### config.mk
export PLATFORM = sky130hd
export DESIGN_NAME = crop_paste
export DESIGN_NICKNAME = d
export VERILOG_FILES = /design/src/rtl/crop_paste_pkg.sv /design/src/rtl/crop_paste_coord_capture.sv /design/src/rtl/crop_paste.sv
export SDC_FILE = /design/constraint.sdc
export NUM_CORES = 1
export LEC_CHECK = 0
export BUFFER_PORTS_ARGS = -buffer_cell sky130_fd_sc_hd__clkbuf_2
export CORE_MARGIN = 2
export CORE_UTILIZATION = 40
export DETAILED_ROUTE_END_ITERATION = 6
export PLACE_DENSITY_LB_ADDON = 0.08
export SLEW_MARGIN = 10
export SYNTH_ARGS = -nofsm -noshare
export SYNTH_HDL_FRONTEND = slang
export SYNTH_SLANG_ARGS = --single-unit
### constraint.sdc
create_clock -name clk -period 2.75 [get_ports clk]
set_input_delay 0 -clock clk [delete_from_list [all_inputs] [get_ports clk]]
set_output_delay 0 -clock clk [all_outputs]
set_load 0.01 [all_outputs]
### src/rtl/crop_paste_pkg.sv
// Shared constants and state encoding for the crop / paste family of blocks.
package crop_paste_pkg;

  localparam int unsigned CP_PIXEL_BIT_WIDTH  = 12;
  localparam int unsigned CP_IN_ROWS          = 20;
  localparam int unsigned CP_IN_COLS          = 20;
  localparam int unsigned CP_OUT_ROWS         = 40;
  localparam int unsigned CP_OUT_COLS         = 40;
  localparam int unsigned CP_IMG_ROW_BITWIDTH = 10;
  localparam int unsigned CP_IMG_COL_BITWIDTH = 10;
  localparam int unsigned CP_FILL_VALUE       = 0;

  // Largest legal window origin so the window never runs off the frame.
  function automatic int unsigned clamp_limit(input int unsigned out_n, input int unsigned in_n);
    return (out_n > in_n) ? (out_n - in_n) : 0;
  endfunction

  localparam int unsigned CP_ROW_LIMIT = clamp_limit(CP_OUT_ROWS, CP_IN_ROWS);
  localparam int unsigned CP_COL_LIMIT = clamp_limit(CP_OUT_COLS, CP_IN_COLS);

  typedef enum logic {
    ST_IDLE   = 1'b0,
    ST_STREAM = 1'b1
  } crop_state_e;

endpackage

### src/rtl/crop_paste_coord_capture.sv
// Independent Y1/X1 stream handshakes with clamping; reports when both are held.
module crop_paste_coord_capture
  import crop_paste_pkg::*;
#(
  parameter int unsigned ROW_W    = CP_IMG_ROW_BITWIDTH,
  parameter int unsigned COL_W    = CP_IMG_COL_BITWIDTH,
  parameter int unsigned IN_ROWS  = CP_IN_ROWS,
  parameter int unsigned IN_COLS  = CP_IN_COLS,
  parameter int unsigned OUT_ROWS = CP_OUT_ROWS,
  parameter int unsigned OUT_COLS = CP_OUT_COLS
) (
  input  logic             clk,
  input  logic             i_rst_n,
  input  logic             i_clear,
  input  logic [ROW_W-1:0] i_y1_data,
  input  logic             i_y1_valid,
  output logic             o_y1_ready,
  input  logic [COL_W-1:0] i_x1_data,
  input  logic             i_x1_valid,
  output logic             o_x1_ready,
  output logic [ROW_W-1:0] o_y1,
  output logic [COL_W-1:0] o_x1,
  output logic             o_both
);

  localparam logic [ROW_W-1:0] Y_MAX = ROW_W'(clamp_limit(OUT_ROWS, IN_ROWS));
  localparam logic [COL_W-1:0] X_MAX = COL_W'(clamp_limit(OUT_COLS, IN_COLS));

  logic             r_y_cap;
  logic             r_x_cap;
  logic             r_y_rdy;
  logic             r_x_rdy;
  logic [ROW_W-1:0] r_y1;
  logic [COL_W-1:0] r_x1;
  logic             w_y_hs;
  logic             w_x_hs;

  assign w_y_hs = i_y1_valid && r_y_rdy;
  assign w_x_hs = i_x1_valid && r_x_rdy;

  // Ready is registered: it drops the cycle after capture and stays low until cleared.
  always_ff @(posedge clk or negedge i_rst_n) begin
    if (!i_rst_n) begin
      r_y_cap <= 1'b0;
      r_x_cap <= 1'b0;
      r_y_rdy <= 1'b0;
      r_x_rdy <= 1'b0;
      r_y1    <= '0;
      r_x1    <= '0;
    end else begin
      if (i_clear) begin
        r_y_cap <= 1'b0;
        r_y_rdy <= 1'b1;
      end else if (w_y_hs) begin
        r_y_cap <= 1'b1;
        r_y_rdy <= 1'b0;
        r_y1    <= (i_y1_data > Y_MAX) ? Y_MAX : i_y1_data;
      end else begin
        r_y_rdy <= !r_y_cap;
      end

      if (i_clear) begin
        r_x_cap <= 1'b0;
        r_x_rdy <= 1'b1;
      end else if (w_x_hs) begin
        r_x_cap <= 1'b1;
        r_x_rdy <= 1'b0;
        r_x1    <= (i_x1_data > X_MAX) ? X_MAX : i_x1_data;
      end else begin
        r_x_rdy <= !r_x_cap;
      end
    end
  end

  assign o_y1_ready = r_y_rdy;
  assign o_x1_ready = r_x_rdy;
  assign o_y1       = r_y1;
  assign o_x1       = r_x1;
  assign o_both     = r_y_cap && r_x_cap;

endmodule

### src/rtl/crop_paste.sv
// Re-embeds a cropped window stream into a full frame at (Y1, X1), filling the rest.
module crop_paste
  import crop_paste_pkg::*;
#(
  parameter int unsigned PIXEL_BIT_WIDTH  = CP_PIXEL_BIT_WIDTH,
  parameter int unsigned IN_ROWS          = CP_IN_ROWS,
  parameter int unsigned IN_COLS          = CP_IN_COLS,
  parameter int unsigned OUT_ROWS         = CP_OUT_ROWS,
  parameter int unsigned OUT_COLS         = CP_OUT_COLS,
  parameter int unsigned IMG_ROW_BITWIDTH = CP_IMG_ROW_BITWIDTH,
  parameter int unsigned IMG_COL_BITWIDTH = CP_IMG_COL_BITWIDTH,
  parameter int unsigned FILL_VALUE       = CP_FILL_VALUE
) (
  input  logic                        clk,
  input  logic                        reset,
  input  logic [PIXEL_BIT_WIDTH-1:0]  window_in_TDATA,
  input  logic                        window_in_TVALID,
  output logic                        window_in_TREADY,
  input  logic [IMG_ROW_BITWIDTH-1:0] paste_Y1_TDATA,
  input  logic                        paste_Y1_TVALID,
  output logic                        paste_Y1_TREADY,
  input  logic [IMG_COL_BITWIDTH-1:0] paste_X1_TDATA,
  input  logic                        paste_X1_TVALID,
  output logic                        paste_X1_TREADY,
  output logic [PIXEL_BIT_WIDTH-1:0]  pixel_out_TDATA,
  output logic                        pixel_out_TVALID,
  input  logic                        pixel_out_TREADY,
  output logic                        pixel_out_TLAST
);

  localparam int unsigned RW1 = IMG_ROW_BITWIDTH + 1;
  localparam int unsigned CW1 = IMG_COL_BITWIDTH + 1;
  localparam logic [IMG_ROW_BITWIDTH-1:0] LAST_ROW = IMG_ROW_BITWIDTH'(OUT_ROWS - 1);
  localparam logic [IMG_COL_BITWIDTH-1:0] LAST_COL = IMG_COL_BITWIDTH'(OUT_COLS - 1);
  localparam logic [PIXEL_BIT_WIDTH-1:0]  FILL     = PIXEL_BIT_WIDTH'(FILL_VALUE);

  crop_state_e                 r_state;
  logic [IMG_ROW_BITWIDTH-1:0] r_row;
  logic [IMG_COL_BITWIDTH-1:0] r_col;
  logic [PIXEL_BIT_WIDTH-1:0]  r_data;
  logic                        r_valid;
  logic                        r_last;

  logic [IMG_ROW_BITWIDTH-1:0] w_y1;
  logic [IMG_COL_BITWIDTH-1:0] w_x1;
  logic                        w_both;
  logic [RW1-1:0]              w_row_end;
  logic [CW1-1:0]              w_col_end;
  logic                        w_inside;
  logic                        w_streaming;
  logic                        w_load_ok;
  logic                        w_load;
  logic                        w_last_pos;
  logic                        w_clear;

  crop_paste_coord_capture #(
    .ROW_W    (IMG_ROW_BITWIDTH),
    .COL_W    (IMG_COL_BITWIDTH),
    .IN_ROWS  (IN_ROWS),
    .IN_COLS  (IN_COLS),
    .OUT_ROWS (OUT_ROWS),
    .OUT_COLS (OUT_COLS)
  ) u_coord (
    .clk        (clk),
    .i_rst_n    (reset),
    .i_clear    (w_clear),
    .i_y1_data  (paste_Y1_TDATA),
    .i_y1_valid (paste_Y1_TVALID),
    .o_y1_ready (paste_Y1_TREADY),
    .i_x1_data  (paste_X1_TDATA),
    .i_x1_valid (paste_X1_TVALID),
    .o_x1_ready (paste_X1_TREADY),
    .o_y1       (w_y1),
    .o_x1       (w_x1),
    .o_both     (w_both)
  );

  // Window bounds are exclusive ends, widened by one bit so they cannot wrap.
  assign w_row_end   = {1'b0, w_y1} + RW1'(IN_ROWS);
  assign w_col_end   = {1'b0, w_x1} + CW1'(IN_COLS);
  assign w_inside    = (r_row >= w_y1) && ({1'b0, r_row} < w_row_end) &&
                       (r_col >= w_x1) && ({1'b0, r_col} < w_col_end);
  assign w_streaming = (r_state == ST_STREAM);
  assign w_load_ok   = !r_valid || pixel_out_TREADY;
  assign w_load      = w_streaming && w_load_ok && (!w_inside || window_in_TVALID);
  assign w_last_pos  = (r_row == LAST_ROW) && (r_col == LAST_COL);
  assign w_clear     = w_load && w_last_pos;

  assign window_in_TREADY = w_streaming && w_inside && w_load_ok;

  // Frame walker, state and single output register stage.
  always_ff @(posedge clk or negedge reset) begin
    if (!reset) begin
      r_state <= ST_IDLE;
      r_row   <= '0;
      r_col   <= '0;
      r_data  <= '0;
      r_valid <= 1'b0;
      r_last  <= 1'b0;
    end else begin
      if (w_load_ok) begin
        r_valid <= 1'b0;
        r_last  <= 1'b0;
      end
      if (r_state == ST_IDLE) begin
        if (w_both) begin
          r_state <= ST_STREAM;
        end
      end else if (w_load) begin
        r_valid <= 1'b1;
        r_data  <= w_inside ? window_in_TDATA : FILL;
        r_last  <= w_last_pos;
        if (w_last_pos) begin
          r_state <= ST_IDLE;
          r_row   <= '0;
          r_col   <= '0;
        end else if (r_col == LAST_COL) begin
          r_col <= '0;
          r_row <= r_row + IMG_ROW_BITWIDTH'(1);
        end else begin
          r_col <= r_col + IMG_COL_BITWIDTH'(1);
        end
      end
    end
  end

  assign pixel_out_TDATA  = r_data;
  assign pixel_out_TVALID = r_valid;
  assign pixel_out_TLAST  = r_last;

endmodule

# Word level (Yosys, flattened, before mapping)
# Index checks and enable logic that the tools add are counted.
# word_totals
regBits	59
latch_bits	0
mem_bits_ro	0
n_memories	0
ramBits	0
word_cells	75
# op_classes
n_addsub	4
n_div	0
n_mux	25
n_bitwise	1
n_eq_ne	2
shifts	0
reduce_logical	25
n_lt_le_gt_ge	6
multipliers	0
# op_table
operator	count
10-bit 2-to-1 mux	6
10-bit by 5-bit adder with 11-bit output, second input constant	2
10-bit by 11-bit less-than comparator with 1-bit output	2
10-bit by 1-bit adder with 10-bit output, second input constant	2
10-bit by 6-bit == test with 1-bit output, second input constant	2
10-bit greater-or-equal comparator	2
10-bit by 5-bit greater-than comparator with 1-bit output, second input constant	2
1-bit 2-to-1 mux	18
1-bit logical AND	12
12-bit 2-to-1 mux	1
2-bit AND reduction	3
2-bit nonzero test	3
1-bit logical NOT	4
3-bit AND reduction	1
1-bit logical OR	2
1-bit inverter	1

# Longest topological paths before layout
# logic_depth
ltp_word	11
depth_mapped	14

# Cells and area by module
# A second synthesis with hierarchy kept.
# hier_totals
cells_unflattened	358
hier_area_um2	3678.5
# by_module_without_submodules
module	cells_per_inst	instances	area_each_um2
crop_paste	283	1	2726.4
crop_paste_coord_capture	75	1	952.2

# Worst setup path before layout
# OpenSTA, ideal clock, no wires.
# synth_path
path_type	flip-flop to flip-flop
startpoint	register u_coord.r_x1[2], in the netlist u_coord.o_x1[2]
endpoint	register r_col[0]
setup_slack_ps	-232
path_stages_with_launch	13
n_path_buf	1
setup_ps	125
t_arrival_ps	2858
cell_sequence	dfrtp_1 > ha_1 > o2111ai_1 > xnor2_1 > ha_1 > a22oi_1 > o211ai_1 > o221ai_1 > o41ai_2 > nor4_4 > nand2b_1 > buf_4 > mux2_2
# synth_between
elab_chain_len	7
elab_cells_between_ends	9
cone_classes	add/sub: 1; order compare: 2; reduce/logical: 6
# synth_rtl
item	line	source
start: declaration	crop_paste_coord_capture.sv:34	logic [COL_W-1:0] r_x1;
start signal: assignment	crop_paste_coord_capture.sv:68	r_x1 <= (i_x1_data > X_MAX) ? X_MAX : i_x1_data;
10-bit by 5-bit adder with 11-bit output / 10-bit greater-or-equal comparator (equally long branches)	crop_paste.sv:80, crop_paste.sv:82	
10-bit by 11-bit less-than comparator with 1-bit output / 1-bit logical AND (equally long branches)	crop_paste.sv:82, crop_paste.sv:81	
1-bit logical AND (*)	crop_paste.sv:82	(r_col >= w_x1) && ({1'b0, r_col} < w_col_end);
1-bit logical NOT (*)	crop_paste.sv:85	assign w_load = w_streaming && w_load_ok && (!w_inside || window_in_TVALID);
1-bit logical OR (*)	crop_paste.sv:85	
1-bit logical AND (*)	crop_paste.sv:85	
2-bit AND reduction (no source line) (*)	--	
end signal: assignment	crop_paste.sv:121	r_col <= r_col + IMG_COL_BITWIDTH'(1);
end: declaration	crop_paste.sv:39	logic [IMG_COL_BITWIDTH-1:0] r_col;
# Mark *: on every way between the ends. The rest lies on a longest branch, timed or not.
# A chain may end at the register's enable or synchronous reset.

# Worst setup path after layout
# layout_path
startpoint	register u_coord.r_x1[3], in the netlist u_coord.o_x1[3]
endpoint	register r_row[6]
# layout_between
elab_chain_len	7
elab_cells_between_ends	9
cone_classes	add/sub: 1; order compare: 2; reduce/logical: 6
# layout_rtl
item	line	source
10-bit by 5-bit adder with 11-bit output / 10-bit greater-or-equal comparator (equally long branches)	crop_paste.sv:80, crop_paste.sv:82	
10-bit by 11-bit less-than comparator with 1-bit output / 1-bit logical AND (equally long branches)	crop_paste.sv:82, crop_paste.sv:81	
1-bit logical AND (*)	crop_paste.sv:82	
1-bit logical NOT (*)	crop_paste.sv:85	
1-bit logical OR (*)	crop_paste.sv:85	
1-bit logical AND (*)	crop_paste.sv:85	
3-bit AND reduction (no source line) (*)	--	
end signal: assignment	crop_paste.sv:119	r_row <= r_row + IMG_ROW_BITWIDTH'(1);
end: declaration	crop_paste.sv:38	logic [IMG_ROW_BITWIDTH-1:0] r_row;
# Marked as above.

==> impl_metrics.tcl <==
set metrics [dict create \
    synth_cell_types 54 \
    internal-power_uw 1890 \
    synthesis.yosys.warnings 0 \
    swShare_pct 30.4 \
    antenna_found_initial 0 \
    yosys.cell_count.top_type "dfrtp_1" \
    startpoint "u_coord.o_x1[3]" \
    hold_viol_final 0 \
    status "finished, violations left" \
    overflow 0 \
    r2r_end "r_row[6]" \
    timing.fmax_mhz 333 \
    hold_path.class "in -> reg" \
    pre_cts_slack_ps -320 \
    grt_setup_unrepaired "true" \
    power_density_nw_per_um2 507 \
    grt_pass1_wl_um 15800 \
    synth_edf_count 0 \
    path_clk_slew_ps 70 \
    dp_hpwl_um 6240 \
    setup_violations 60 \
    cts_sinks 59 \
    synth.top_cell.area_share_pct 40.6 \
    ir_drop_mv 0.453 \
    cts_root_buf "clkbuf_8" \
    synthCells 357 \
    period_needed_ps 3000 \
    ys_seq_area_share_pct 40.6 \
    syn_avg_cell_area_sq_um 10.2 \
    wl_per_cell_um 14.8 \
    grt_pass1_vias 3281 \
    grt_start_max_net_pins 60 \
    port_buffers 54 \
    yosys.area.top_type "dfrtp_1" \
    via_per_inst 5.15 \
    synth_nets 435 \
    whs_ps 12.7 \
    syn_area_sq_um 3630 \
    final_cells 613 \
    fp.dieArea_sq_um 9860 \
    dr.pass1.iters 4 \
    worst_slack_ps -250 \
    required_ps 2960 \
    endpoint_kind "flop" \
    synth-main-ff-cell "dfrtp_1" \
    ctsHtreeMaxLevel 3 \
    cp-start-kind "flop" \
    clkPwrFrac_pct 33.7 \
    die_h_um 99.3 \
    maxSlewHeadroom_pct 55.5 \
    synth_common_cells "dfrtp_1 (59), ha_1 (40), inv_1 (31)" \
    tightest_slew_ps 665 \
    wl_um 9060 \
    grtUsageTotal_pct 20.3 \
    first_iter_violations 100 \
    clock_path_buffers 2 \
    placedCellCount 559 \
    initial_core_util_pct 41.4 \
    drive_above_1_share_pct 38.4 \
    rr_worst_depth 14 \
    cp_data_arrival_time_ps 3210 \
    row_count 34 \
    criticalPathCategory "reg -> reg" \
    gp_congestion 0.815 \
    clk_latency_ps 340 \
    pin_count 55 \
    nNetsFinal 578 \
    areaGrowthSynthToFinish_pct 47.5 \
    fin_crit_sh_pct 109 \
    num_antenna_cells 0 \
    finClkSkew_ps 7.35 \
    numCtsBuffers 9 \
    core_sq_um 8760 \
    critical_path_peak_fanout 7 \
    pwr-share-seq_pct 36.3 \
    yosys_register_bits 59 \
    endpoint "r_row[6]" \
    p_comb_share_pct 30.0 \
    p_total_uw 2710 \
    timing.rr.start "u_coord.o_x1[3]" \
    cts_tree "done" \
    r2r_setup_slack_ps -250 \
    synth.area.top_cells "dfrtp_1 (41%), ha_1 (14%), inv_1 (3.2%), xor2_1 (3.1%), a22o_1 (2.9%)" \
    leakage_uw 0.00256 \
    slew_viol_final 0 \
    drc 0 \
    ant_nets 0 \
    num_vias 3158 \
    cap_violations 0 \
    violations "setup timing" \
    die_x_um 99.3 \
    async_flop_share_pct 100 \
    switchingPower_uw 824 \
]
==> state kept, by name, summed over array words and instances, names as in the netlist <==
signal / flops
u_coord.r_x_cap: 1
u_coord.o_x1_ready: 1
pixel_out_TLAST: 1
r_state: 1
pixel_out_TVALID: 1
u_coord.r_y_cap: 1
r_row: 10
r_col: 10
u_coord.o_x1: 10
u_coord.o_y1_ready: 1
u_coord.o_y1: 10
pixel_out_TDATA: 12
==> logic make-up after synthesis <==
| logic type | after synthesis | synth area share [%] |
|---|---|---|
| and+or+nand+nor | 116 | 18.2 |
| AOI/OAI and AO/OA | 66 | 13.0 |
| DFF | 59 | 40.6 |
| adders and majority gates | 40 | 13.8 |
| buffers and inverters | 39 | 4.62 |
| xor gates and xnor gates | 23 | 5.55 |
| muxes | 14 | 4.20 |
==> power groups by stage <==
| stage | sequential (uW) | clock (uW) | combinational, uW |
|---|---|---|---|
| after floorplan | 1030 | 0 | 362 |
| after global placement | 1000 | 0 | 627 |
| after detailed placement | 1000 | 0 | 641 |
| after CTS | 985 | 939 | 798 |
| after global routing | 996 | 976 | 901 |
| final | 986 | 915 | 814 |
==> critical path: stages, from the launching register on <==
cell	delay, ps
dfrtp_1	430
ha_4	190
o2111ai_4	210
xnor2_2	130
ha_1	260
a22oi_2	180
o211ai_1	140
o221ai_2	230
o41ai_4	140
nor4_4	290
buf_12	180
buf_8	120
buf_4	130
nor4_1	60
xor2_1	160
==> stage by stage <==
step           utilization, %  cell area (sq um)  TNS, ps
2_1_floorplan               -               3650    -2240
3_3_place_gp             50.5               4430    -9280
3_5_place_dp             50.5               4430   -12680
4_1_cts                  59.7               5230    -9850
5_1_grt                  61.1               5360   -18340
6_report                 61.1               5360    -9730
==> cell usage in the layout, fill, tap and decap left out, types with 12 or more instances in the layout <==
| cell type | synthesis | final |
|---|---|---|
| clkbuf_2 | 0 | 53 |
| inv_1 | 31 | 31 |
| nand3_1 | 14 | 14 |
| ha_1 | 40 | 39 |
| a22o_1 | 12 | 12 |
| xor2_1 | 13 | 13 |
| buf_4 | 1 | 46 |
| dlygate4sd3_1 | 0 | 24 |
| dfrtp_1 | 59 | 58 |
| nand2_1 | 17 | 16 |
| nor2_1 | 16 | 14 |
==> area by class of cell <==
type / instances / area (sq um)
Timing Repair Buffer: 140 / 1100
Clock inverter: 4 / 72.6
Fill cell: 774 / 3410
Sequential cell: 59 / 1480
Tap cell: 108 / 135
Inverter: 31 / 116
Multi-Input combinational cell: 259 / 2300
Clock buffer: 12 / 155
==> per-layer routing <==
| metal | share of wire [%] | global-route usage [%] | vias up |
|---|---|---|---|
| li1 | - | - | 1575 |
| met1 | 50 | 28.6 | 1512 |
| met2 | 45 | 31.1 | 58 |
| met3 | 3.4 | 4.43 | 13 |
| met4 | 2.0 | 6.95 | 0 |
| met5 | 0 | 0 | - |
==> worst min path at each step <==
stage | start | to | slack (ps) | cells past startpoint
3_3_place_gp | reset | u_coord.o_y1[8] | 40 | 2
2_1_floorplan | reset | pixel_out_TDATA[0] | -300 | 0
3_5_place_dp | reset | u_coord.o_y1[7] | 40 | 2
6_report | paste_Y1_TDATA[4] | u_coord.o_y1[4] | 10 | 3
4_1_cts | paste_Y1_TDATA[4] | u_coord.o_y1[4] | 3 | 3
5_1_grt | paste_Y1_TDATA[4] | u_coord.o_y1[4] | 30 | 3
==> repair_timing <==
action / CTS / global route
pin swaps: 15 / 7
hold buffers: 24 / 0
endpoints found under the setup margin: 55 / 60
hold endpoints to repair: 79 / 0
setup buffers: 10 / 4
gates resized for setup: 52 / 25
cloned: 1 / 0
No activity file was read; power rests on OpenSTA's default activity.
